[src/rtl/mips_ctrl_pkg.sv]
// Shared definitions for the multicycle MIPS control unit: opcodes, state
// encoding, datapath select codes and the DECODE dispatch function.
package mips_ctrl_pkg;

    localparam logic [5:0] OP_RTYPE = 6'b000000;
    localparam logic [5:0] OP_LW    = 6'b100011;
    localparam logic [5:0] OP_SW    = 6'b101011;
    localparam logic [5:0] OP_BEQ   = 6'b000100;
    localparam logic [5:0] OP_ADDI  = 6'b001000;
    localparam logic [5:0] OP_J     = 6'b000010;

    typedef enum logic [3:0] {
        S_FETCH,
        S_DECODE,
        S_MEMADR,
        S_MEMRD,
        S_MEMWB,
        S_MEMWR,
        S_EXEC,
        S_RWB,
        S_BRANCH,
        S_JUMP,
        S_ADDI_EX,
        S_ADDI_WB,
        S_HALT
    } state_e;

    typedef enum logic [1:0] {
        ALU_ADD   = 2'b00,
        ALU_SUB   = 2'b01,
        ALU_FUNCT = 2'b10
    } alu_op_e;

    typedef enum logic [1:0] {
        SRCB_REGB    = 2'b00,
        SRCB_FOUR    = 2'b01,
        SRCB_IMM     = 2'b10,
        SRCB_IMM_SH2 = 2'b11
    } alu_src_b_e;

    typedef enum logic [1:0] {
        PCSRC_ALU    = 2'b00,
        PCSRC_ALUOUT = 2'b01,
        PCSRC_JUMP   = 2'b10
    } pc_source_e;

    // Where DECODE goes for a given opcode; disabled opcodes count as illegal.
    function automatic state_e decode_target(input logic [5:0] opc,
                                             input bit en_addi,
                                             input bit en_jump);
        state_e nxt;
        case (opc)
            OP_RTYPE:     nxt = S_EXEC;
            OP_LW, OP_SW: nxt = S_MEMADR;
            OP_BEQ:       nxt = S_BRANCH;
            OP_ADDI:      nxt = en_addi ? S_ADDI_EX : S_HALT;
            OP_J:         nxt = en_jump ? S_JUMP : S_HALT;
            default:      nxt = S_HALT;
        endcase
        return nxt;
    endfunction

endpackage

[src/rtl/multicycle_control.sv]
// Multicycle MIPS control FSM: state register with sticky illegal flag and a
// saturating retired-instruction counter, plus a state/mem_ready output decode.
module multicycle_control
    import mips_ctrl_pkg::*;
#(
    parameter int INSTR_W = 32,
    parameter int OPC_LSB = 26,
    parameter int CNT_W   = 16,
    parameter bit EN_ADDI = 1'b1,
    parameter bit EN_JUMP = 1'b1
) (
    input  logic               clk,
    input  logic               rst_n,
    input  logic [INSTR_W-1:0] instrWord,
    input  logic               mem_ready,
    output logic               PCWrite,
    output logic               PCWriteCond,
    output logic               IorD,
    output logic               MemRead,
    output logic               MemWrite,
    output logic               IRWrite,
    output logic               MemToReg,
    output logic               RegWrite,
    output logic               RegDest,
    output logic               ALUSrcA,
    output logic [1:0]         ALUSrcB,
    output logic [1:0]         ALUOp,
    output logic [1:0]         PCSource,
    output logic               illegal,
    output logic [CNT_W-1:0]   instr_count
);

    state_e     state;
    logic [5:0] opcode;
    logic       unused_instr_bits;

    assign opcode            = instrWord[OPC_LSB +: 6];
    assign unused_instr_bits = ^instrWord;

    // NOTE: state-holding assignments are non-blocking so every register
    // samples the pre-edge values regardless of statement order.
    always_ff @(posedge clk or negedge rst_n) begin
        if (!rst_n) begin
            state       <= S_FETCH;
            illegal     <= 1'b0;
            instr_count <= '0;
        end else begin
            case (state)
                S_FETCH:   if (mem_ready) state <= S_DECODE;
                S_DECODE: begin
                    state <= decode_target(opcode, EN_ADDI, EN_JUMP);
                    if (decode_target(opcode, EN_ADDI, EN_JUMP) == S_HALT)
                        illegal <= 1'b1;
                end
                S_MEMADR:  state <= (opcode == OP_SW) ? S_MEMWR : S_MEMRD;
                S_MEMRD:   if (mem_ready) state <= S_MEMWB;
                S_MEMWR:   if (mem_ready) state <= S_FETCH;
                S_EXEC:    state <= S_RWB;
                S_ADDI_EX: state <= S_ADDI_WB;
                S_MEMWB, S_RWB, S_BRANCH, S_JUMP, S_ADDI_WB:
                           state <= S_FETCH;
                S_HALT:    state <= S_HALT;
                default:   state <= S_FETCH;
            endcase

            // Every path back to FETCH retires exactly one instruction.
            if (((state inside {S_MEMWB, S_RWB, S_BRANCH, S_JUMP, S_ADDI_WB}) ||
                 (state == S_MEMWR && mem_ready)) &&
                (instr_count != {CNT_W{1'b1}}))
                instr_count <= instr_count + 1'b1;
        end
    end

    // NOTE: every output gets a default before the case so no path leaves a
    // value unassigned and no latch is inferred.
    always_comb begin
        PCWrite     = 1'b0;
        PCWriteCond = 1'b0;
        IorD        = 1'b0;
        MemRead     = 1'b0;
        MemWrite    = 1'b0;
        IRWrite     = 1'b0;
        MemToReg    = 1'b0;
        RegWrite    = 1'b0;
        RegDest     = 1'b0;
        ALUSrcA     = 1'b0;
        ALUSrcB     = SRCB_REGB;
        ALUOp       = ALU_ADD;
        PCSource    = PCSRC_ALU;
        // Gating on rst_n keeps FETCH's MemRead off while reset is held.
        if (rst_n) begin
            case (state)
                S_FETCH: begin
                    MemRead = 1'b1;
                    ALUSrcB = SRCB_FOUR;
                    IRWrite = mem_ready;
                    PCWrite = mem_ready;
                end
                S_DECODE:  ALUSrcB = SRCB_IMM_SH2;
                S_MEMADR: begin
                    ALUSrcA = 1'b1;
                    ALUSrcB = SRCB_IMM;
                end
                S_MEMRD: begin
                    MemRead = 1'b1;
                    IorD    = 1'b1;
                end
                S_MEMWB: begin
                    RegWrite = 1'b1;
                    MemToReg = 1'b1;
                end
                S_MEMWR: begin
                    MemWrite = 1'b1;
                    IorD     = 1'b1;
                end
                S_EXEC: begin
                    ALUSrcA = 1'b1;
                    ALUOp   = ALU_FUNCT;
                end
                S_RWB: begin
                    RegWrite = 1'b1;
                    RegDest  = 1'b1;
                end
                S_BRANCH: begin
                    ALUSrcA     = 1'b1;
                    ALUOp       = ALU_SUB;
                    PCWriteCond = 1'b1;
                    PCSource    = PCSRC_ALUOUT;
                end
                S_JUMP: begin
                    PCWrite  = 1'b1;
                    PCSource = PCSRC_JUMP;
                end
                S_ADDI_EX: begin
                    ALUSrcA = 1'b1;
                    ALUSrcB = SRCB_IMM;
                end
                S_ADDI_WB: RegWrite = 1'b1;
                default: ;
            endcase
        end
    end

endmodule

[config.mk]
export PLATFORM = sky130hd
export DESIGN_NAME = multicycle_control
export DESIGN_NICKNAME = d
export VERILOG_FILES = /design/src/rtl/mips_ctrl_pkg.sv /design/src/rtl/multicycle_control.sv
export SDC_FILE = /design/constraint.sdc
export NUM_CORES = 1
export LEC_CHECK = 0
export BUFFER_PORTS_ARGS = -buffer_cell sky130_fd_sc_hd__buf_2
export CORE_MARGIN = 2
export CORE_UTILIZATION = 47
export CTS_BUF_LIST = sky130_fd_sc_hd__clkbuf_8 sky130_fd_sc_hd__clkbuf_16
export CTS_CLUSTER_DIAMETER = 30
export DETAILED_ROUTE_END_ITERATION = 8
export GPL_TIMING_DRIVEN = 0
export PLACE_DENSITY = 0.8
export SLEW_MARGIN = 20
export SYNTH_ARGS = -nofsm -noshare
export SYNTH_HDL_FRONTEND = slang
export SYNTH_SLANG_ARGS = --single-unit
[constraint.sdc]
create_clock -name clk -period 2.7 [get_ports clk]
set_input_delay 0.54 -clock clk [delete_from_list [all_inputs] [get_ports clk]]
set_output_delay 0.54 -clock clk [all_outputs]
set_load 0.05 [all_outputs]
# --- Word level (Yosys, flattened, before mapping) ---
# Index checks and enable logic that the tools add are counted.
totals:
  ff_bits: 21
  in_bits: 35
  out_inout_bits: 33
  wordCells: 73
classes:
  add_sub_neg: 1
  n_eq_ne: 22
  mux: 33
  reduce_logical: 14
ops:
  columns: ["operator", "n"]
  rows:
  - ["4-bit one-hot mux with 8 select lines", 1]
  - ["4-bit == test (second input constant)", 6]
  - ["4-bit one-hot mux with 5 select lines", 1]
  - ["1-bit 2-to-1 mux", 19]
  - ["16-bit by 1-bit adder with 16-bit output (second input constant)", 1]
  - ["4-bit by 3-bit == test with 1-bit output (second input constant)", 4]
  - ["4-bit 2-to-1 mux", 4]
  - ["16-bit inequality test (second input constant)", 1]
  - ["6-bit == test (second input constant)", 2]
  - ["4-bit by 2-bit == test with 1-bit output (second input constant)", 2]
  - ["2-bit one-hot mux with 2 select lines", 2]
  - ["2-bit OR reduction", 4]
  - ["6-bit by 2-bit == test with 1-bit output (second input constant)", 1]
  - ["6-bit by 3-bit == test with 1-bit output (second input constant)", 1]
  - ["6-bit by 4-bit == test with 1-bit output (second input constant)", 1]
  - ["6-bit logical NOT", 1]
  - ["2-bit 2-to-1 mux", 3]
  - ["2-bit inequality test (second input constant)", 3]
  - ["2-bit one-hot mux with 3 select lines", 1]
  - ["5-bit nonzero test", 1]
  - ["4-bit by 1-bit == test with 1-bit output (second input constant)", 1]
  - ["4-bit logical NOT", 1]
  - ["4-bit OR reduction", 1]
  - ["3-bit 2-to-1 mux", 1]
  - ["other kinds (6)", 7]

# --- Longest topological paths before layout ---
# Gate-level depths: netlist (run 1).
depth:
  ltp_word: 6
  mapped_depth: 6

# --- Least setup slack after synthesis (run 1) ---
# No wires, ideal clock.
synth_path:
  kind: "register -> output"
  start: "reg state[3]"
  end: "out PCWrite"
  arrival_ps: 3034
  required_ps: 2160
  path_slack_ps: -874
  stages_incl_launch_ff: 6
  n_path_buf: 1
  cell_sequence: "dfrtp_1 -> buf_4 -> nor2_1 -> nand2_1 -> nor4b_1 -> or2_2"
synth_via:
  elab_chain_cells: 3
  word_cells_on_any_way: 4
  classes_between: "eq/ne (1); mux (2); reduce/logical (1)"
synth_lines:
  columns: ["element", "line", "text"]
  rows:
  - ["from (decl)", "multicycle_control.sv:33", "state_e state;"]
  - ["from (signal assigned)", "multicycle_control.sv:51", "state <= decode_target(opcode, EN_ADDI, EN_JUMP);"]
  - ["from (signal assigned)", "multicycle_control.sv:55", "S_MEMADR: state <= (opcode == OP_SW) ? S_MEMWR : S_MEMRD;"]
  - ["4-bit == test / 4-bit logical NOT (equally long branches)", "multicycle_control.sv:92", "case (state)"]
  - ["1-bit one-hot mux with 2 select lines *", "multicycle_control.sv:92", null]
  - ["1-bit 2-to-1 mux *", "multicycle_control.sv:91", "if (rst_n) begin"]
  - ["to (decl)", "multicycle_control.sv:16", "output logic PCWrite,"]
# Every way passes the cells marked *; elsewhere a longest branch is shown, timed or not.

# --- Final worst setup path (run 1) ---
layout_path:
  start: "reg state[0]"
  end: "out ALUSrcB[1]"
layout_via:
  elab_chain_cells: 4
  word_cells_on_any_way: 7
  classes_between: "eq/ne (3); mux (2); reduce/logical (2)"
layout_lines:
  columns: ["element", "line", "text"]
  rows:
  - ["4-bit == test / 4-bit by 2-bit == test with 1-bit output (equally long branches)", "multicycle_control.sv:92", null]
  - ["2-bit OR reduction (no line)", null, null]
  - ["2-bit one-hot mux with 3 select lines *", "multicycle_control.sv:92", null]
  - ["2-bit 2-to-1 mux *", "multicycle_control.sv:91", null]
  - ["to (decl)", "multicycle_control.sv:26", "output logic [1:0] ALUSrcB,"]
# Marks and branches as above.

==> results.yml, run 1 <==
status:
  outcome: "completed"
power_and_ir_drop:
  ir_worst_vdd_v: 0.000340
  power_frac_seq: 0.254
  comb_power_share: 0.645
  internal_power_mw: 0.899
  p_leak_nw: 0.792
  switching_power_mw: 1.06
  p_per_area_nw_per_um2: 1080
  p_total_mw: 1.96
  p_sw_frac: 0.541
  pwr-share-clk: 0.101
global_routing:
  grt_use_total: 0.187
  grt_pass1_wl_um: 5260
  grt_max_degree: 28
  overflow: 0
  antenna_found_initial: 0
  grt_pass1_vias: 1221
worst_setup_path:
  r2r_start: "instr_count[0]"
  cp_max_fo: 10
  startpoint: "state[0]"
  setup.worst_path.end_class: "primary output"
  worst_ep_arrival_time_ns: 2.00
  startpoint_type: "flip-flop"
  worstSetupPathType: "flip-flop to primary output"
  required_ns: 2.16
routing:
  wl_met2_um: 1530
  wl_met1_um: 1520
  final_antenna_net_count: 0
  wire_per_inst_um: 12.6
  drt_iter0_drc: 69
  vias: 1409
  drt_pre_antenna_iters: 4
  top_layer: "met4"
  totalWireLength_um: 3220
  via_per_inst: 5.53
  drcViolationCount: 0
  wl_met3_um: 137
yosys:
  ys_top_cells_by_area: "dfrtp_1, xor2_1, xnor2_1"
  postSynthAreaPerCell_um2: 9.01
  ys_seq_area_frac: 0.351
  synth_nets: 202
  ys_async_sr_fraction: 1.00
  synth_top_area_frac: 0.351
  synth-edff-count: 0
  synth-main-ff-cell: "dfrtp_1"
  syn_inst: 166
  syn_area_um2: 1500
  synth_cell_types: 50
  ys_ff_latch: 21
  yosys_warnings: 0
  synth_largest_area_cell: "dfrtp_1"
layout:
  nets: 248
  synthToLayoutAreaGrowth_pct: 21.6
  drive_gt1_frac: 0.308
  fillers: 268
  final_area_um2: 1820
  seq_area_um2: 526
  num_antenna_cells: 0
  multi_input_area_um2: 900
flow_run:
  max_cap_violations: 0
die:
  die_x_um: 60.4
  core_area_um2: 3030
  die_h_um: 60.4
  initial_utilization: 0.494
  die_area_um2: 3650
  io_pins: 68
  rows: 20
sta:
  finalMaxSlewViolations: 0
  setup_viol: 0
  hold_viol_final: 0
  worstMarginPinSlew_ns: 0.749
  min_period_ns: 2.54
  slew_headroom: 0.497
  skew_ns: 0.00355
  period_share: 0.941
  rsz0062_at_grt: "false"
  timing.fmax_ghz: 0.394
clocking:
  clock-sinks: 21
  clockBufferDepth: 2
  clk_latency_ns: 0.26
  h-tree-depth: 1
  cts_resized: 0
  hold_buffers: 0
  cts_inserted_buffers: 3
  cts-root-buf: "clkbuf_8"
  cts_tree: "built"
  path_clk_slew_ns: 0.07
  cts_setup_buffers: 0
placed_design:
  place_area_um2: 1770
  dp_hpwl_um: 2440
  io_buffers: 41
  place.gp.congestion: 0.843
hold_path:
  hold_class: "input port to async pin"
-- layout make-up --
cell class              instances  share of cell area
clock buffers                   3              0.0227
repair buffers                 41               0.113
well taps                      44              0.0303
plain buffers                   9              0.0358
multi-input cells             130               0.495
inverters                       6              0.0124
flip-flops and latches         21               0.289
clock inverters                 1             0.00206
-- final timing paths --
path	endpoint	slack, ns	cells after the start
hold reg to reg	illegal	0.48	1
setup reg to reg	instr_count[1]	0.59	5
hold / removal	instr_count[10]	0.26	1
min in group clk	illegal	0.48	1
max in group asynchronous	instr_count[0]	2.07	1
setup / recovery	ALUSrcB[1]	0.16	6
-- cells in the mapped netlist, types with 5 or more instances --
cell	number
nand2_1	16
nand4_1	5
nand3_1	6
xor2_1	9
xnor2_1	7
nor3_1	11
o21ai_0	5
dfrtp_1	21
nor4_1	5
nor2_1	15
inv_1	5
-- flip-flops by register name, summed over array words and instances (netlist names) --
name / count
illegal: 1
instr_count: 16
state: 4
-- power groups by stage --
stage | clock (mW) | sequential (mW) | combinational, mW
3_3_place_gp | 0 | 0.500 | 1.25
4_1_cts | 0.204 | 0.496 | 1.26
3_5_place_dp | 0 | 0.503 | 1.26
2_1_floorplan | 0 | 0.735 | 0.780
5_1_grt | 0.215 | 0.511 | 1.37
6_report | 0.199 | 0.497 | 1.26
-- metal layers --
layer / vias to the layer above / GRT usage
met5: - / 0
met1: 679 / 0.263
met4: 0 / 0.0413
li1: 694 / -
met2: 32 / 0.300
met3: 4 / 0.0384
-- critical path, cell delays in order (launching register included) --
cell and delay [ns]:
dfrtp_1 0.39, buf_2 0.23, buf_1 0.40, nand2_1 0.16, nor2_1 0.17, o21a_1 0.13, buf_2 0.25
-- cell usage in the layout (no fill, tap or decap), types with 3 or more instances in the layout --
cell type	synthesis	routed
xnor2_1	7	7
inv_1	5	6
dfrtp_1	21	21
or2_2	3	3
xor2_1	9	9
nand4_1	5	5
and3_1	3	3
clkbuf_8	0	3
mux2i_1	3	3
nor4_1	5	5
buf_2	1	42
nor3_1	11	10
nor2_1	15	15
nand3_1	6	6
o21ai_0	5	5
buf_6	3	3
nand2_1	16	16
a211oi_1	3	3
-- cells by family (layout without fill, tap and decap cells) --
kind of cell    Yosys count  count (layout)  share of synthesized area
simple gates             81              81                      0.312
compound gates           26              26                      0.133
flops                    21              21                      0.351
xor+xnor                 16              16                     0.0937
buf+inv                  15              60                     0.0586
mux                       6               6                     0.0427
fa+ha+maj                 1               1                    0.00837
-- through the flow --
stage / utilization / hold slack (ns) / worst slack, ns / std cells / setup TNS, ns
finish: 0.600 / 0.259 / 0.159 / 255 / 0
global route: 0.600 / 0.295 / 0.000357 / 255 / 0
CTS: 0.600 / 0.274 / 0.151 / 255 / 0
detailed placement: 0.586 / 0.471 / 0.228 / 251 / 0
global placement: 0.586 / 0.468 / 0.244 / 251 / 0
floorplan: - / 0.244 / -0.100 / 166 / -0.100
(Power assumes the default switching activity.)
==> inputs of run 2 (changes only) <==
--- a/config.mk
+++ b/config.mk
@@ -5,6 +5,7 @@
 export SDC_FILE = /design/constraint.sdc
 export NUM_CORES = 1
 export LEC_CHECK = 0
+export ABC_AREA = 1
 export BUFFER_PORTS_ARGS = -buffer_cell sky130_fd_sc_hd__buf_2
 export CORE_MARGIN = 2
 export CORE_UTILIZATION = 47
@@ -12,7 +13,7 @@
 export CTS_CLUSTER_DIAMETER = 30
 export DETAILED_ROUTE_END_ITERATION = 8
 export GPL_TIMING_DRIVEN = 0
-export PLACE_DENSITY = 0.8
+export PLACE_DENSITY = 0.79
 export SLEW_MARGIN = 20
 export SYNTH_ARGS = -nofsm -noshare
 export SYNTH_HDL_FRONTEND = slang
==> results.yml, run 2 <==
worst_setup_path:
  rr_worst_depth: 9
  r2r_start: "instr_count[0]"
  setup.worst_path.end_class: "primary output"
  required_ns: 2.16
  path_cells: "buf_2 > inv_1 > clkbuf_1 > nor2_1 > buf_4 > buf_2"
  rrSetupSlack_ns: 1.07
  worst_ep_arrival_time_ns: 1.85
  cp_max_fo: 23
  worstSetupPathType: "input port to primary output"
  crit_top_cell: "buf_2"
  r2r-end: "instr_count[11]"
  startpoint_type: "input port"
  crit_slowest_cell: "buf_2"
  critPathMaxStageDelay_ns: 0.41
global_routing:
  grtUsageMet3: 0.0294
  grt_max_degree: 24
  grt_use_met1: 0.269
  grt_pass1_vias: 1288
  antenna_found_initial: 0
  top_usage_layer: "met2"
  use_met2: 0.305
  overflow: 0
  grt_use_total: 0.190
  grt_pass1_wl_um: 5460
yosys:
  synth-xor-area-share: 0.0680
  synth_cell_types: 26
  synth_top_family_by_area: "simple AND/OR/NAND/NOR gates"
  synth_largest_area_cell: "dfrtp_1"
  syn_inst: 241
  synth-adder-area-share: 0.00810
  synth_nets: 277
  yosys-top-cells-count: "nand2_1, nor2_1, inv_1"
  postSynthAreaPerCell_um2: 6.41
  synth-edff-count: 0
  synth.most_common_cell: "nand2_1"
  synth_compound_area_frac: 0.0607
  muxShareOfSynthArea: 0
  ys_seq_area_frac: 0.340
  yosys.area_share.simple: 0.425
  ys_async_sr_fraction: 1.00
  ys_ff_latch: 21
  ys_top_cells_by_area: "dfrtp_1, nand2_1, nor2_1"
  yosys_warnings: 0
  synth-main-ff-cell: "dfrtp_1"
  synth_top_area_frac: 0.340
  syn_area_um2: 1550
layout:
  multi_input_area_um2: 868
  top_regs: "instr_count: 16 flops, state: 4 flops, illegal: 1 flops"
  nets: 323
  final_cell_mix: "nand2_1, buf_2, nor2_1"
  largest_register_ffs: 16
  num_antenna_cells: 0
  drive_gt1_frac: 0.196
  seq_area_um2: 526
  fillers: 330
  layout_commonest_cell: "nand2_1"
  synthToLayoutAreaGrowth_pct: 19.8
  top_register: "instr_count"
  fin_cells: 330
clocking:
  clockBufferDepth: 2
  h-tree-depth: 1
  clock-sinks: 21
  clk_latency_ns: 0.25
  cts_setup_buffers: 0
  cts-root-buf: "clkbuf_8"
  cts_resized: 0
  hold_buffers: 0
  cts_tree: "built"
  path_clk_slew_ns: 0.08
  cts_inserted_buffers: 3
sta:
  tns_ns: 0
  finalMaxSlewViolations: 0
  period_share: 0.886
  timing.fmax_ghz: 0.418
  holdWs_ns: 0.242
  setup_viol: 0
  worstMarginPinSlew_ns: 0.501
  min_period_ns: 2.39
  hold_viol_final: 0
  slew_headroom: 0.666
  skew_ns: 0.00252
  rsz0062_at_grt: "false"
routing:
  final_antenna_net_count: 0
  wire_per_inst_um: 10.3
  drcViolationCount: 0
  via_per_inst: 4.90
  drt_pre_antenna_iters: 4
  drt_iter0_drc: 75
  vias: 1616
  totalWireLength_um: 3400
power_and_ir_drop:
  switching_power_mw: 0.870
  p_total_mw: 1.62
  internal_power_mw: 0.749
  comb_power_share: 0.601
  p_per_area_nw_per_um2: 875
  p_sw_frac: 0.538
  pwr-share-clk: 0.123
  p_leak_nw: 1.03
  ir_worst_vdd_v: 0.000637
  power_frac_seq: 0.276
status:
  outcome: "completed"
placed_design:
  dp_hpwl_um: 2750
  io_buffers: 41
  place.gp.congestion: 0.860
  dp.cells: 326
die:
  initial_utilization: 0.498
  die_x_um: 61.3
  rows: 20
  die_area_um2: 3760
  io_pins: 68
  die_h_um: 61.3
  core_area_um2: 3100
flow_run:
  max_cap_violations: 0
hold_path:
  hold_class: "input port to async pin"
[run 2: per-layer routing]
metal / up-vias / wire length, um / share of wire
met5: - / 0 / 0
met4: 0 / 27 / 0.0079
met3: 2 / 140 / 0.041
met2: 33 / 1620 / 0.48
met1: 744 / 1620 / 0.47
li1: 837 / - / -
[run 2: kinds of logic after synthesis]
group / Yosys count
xor+xnor: 12
simple gates: 156
fa+ha+maj: 1
buf+inv: 34
compound gates: 17
flops: 21
[run 2: cell type report]
cell class | count | area share
inverters | 28 | 0.0568
clock buffers | 3 | 0.0223
flip-flops and latches | 21 | 0.284
well taps | 44 | 0.0297
plain buffers | 6 | 0.0250
clock inverters | 1 | 0.00203
multi-input cells | 186 | 0.469
repair buffers | 41 | 0.111
[run 2: per-stage QoR]
stage               setup slack [ns]  utilization  cell area, um^2
detailed placement             0.252        0.582             1810
CTS                            0.249        0.596             1850
global route                  0.0917        0.596             1850
global placement               0.258        0.582             1810
finish                         0.307        0.596             1850
floorplan                      0.332            -             1550
[run 2: worst max path at each step]
stage	startpoint	end	slack (ns)	depth (start not counted)
detailed placement	rst_n	PCSource[0]	0.25	6
global placement	rst_n	PCSource[0]	0.26	6
finish	rst_n	PCSource[0]	0.31	6
floorplan	state[2]	ALUSrcB[0]	0.33	3
global route	rst_n	PCSource[0]	0.09	6
CTS	rst_n	PCSource[0]	0.25	6
[run 2: power by group through the flow]
| stage | Clock [mW] | Sequential, mW | Combinational [mW] |
|---|---|---|---|
| after global placement | 0 | 0.450 | 0.969 |
| final | 0.200 | 0.446 | 0.973 |
| after detailed placement | 0 | 0.452 | 0.979 |
| after global routing | 0.219 | 0.457 | 1.07 |
| after CTS | 0.202 | 0.447 | 0.981 |
| after floorplan | 0 | 0.550 | 0.669 |
[run 2: worst max-delay path, delay by kind of cell]
family	cells	cell delay, ns
AND/OR/NAND/NOR	1	0.17
buffers and inverters	5	1.14
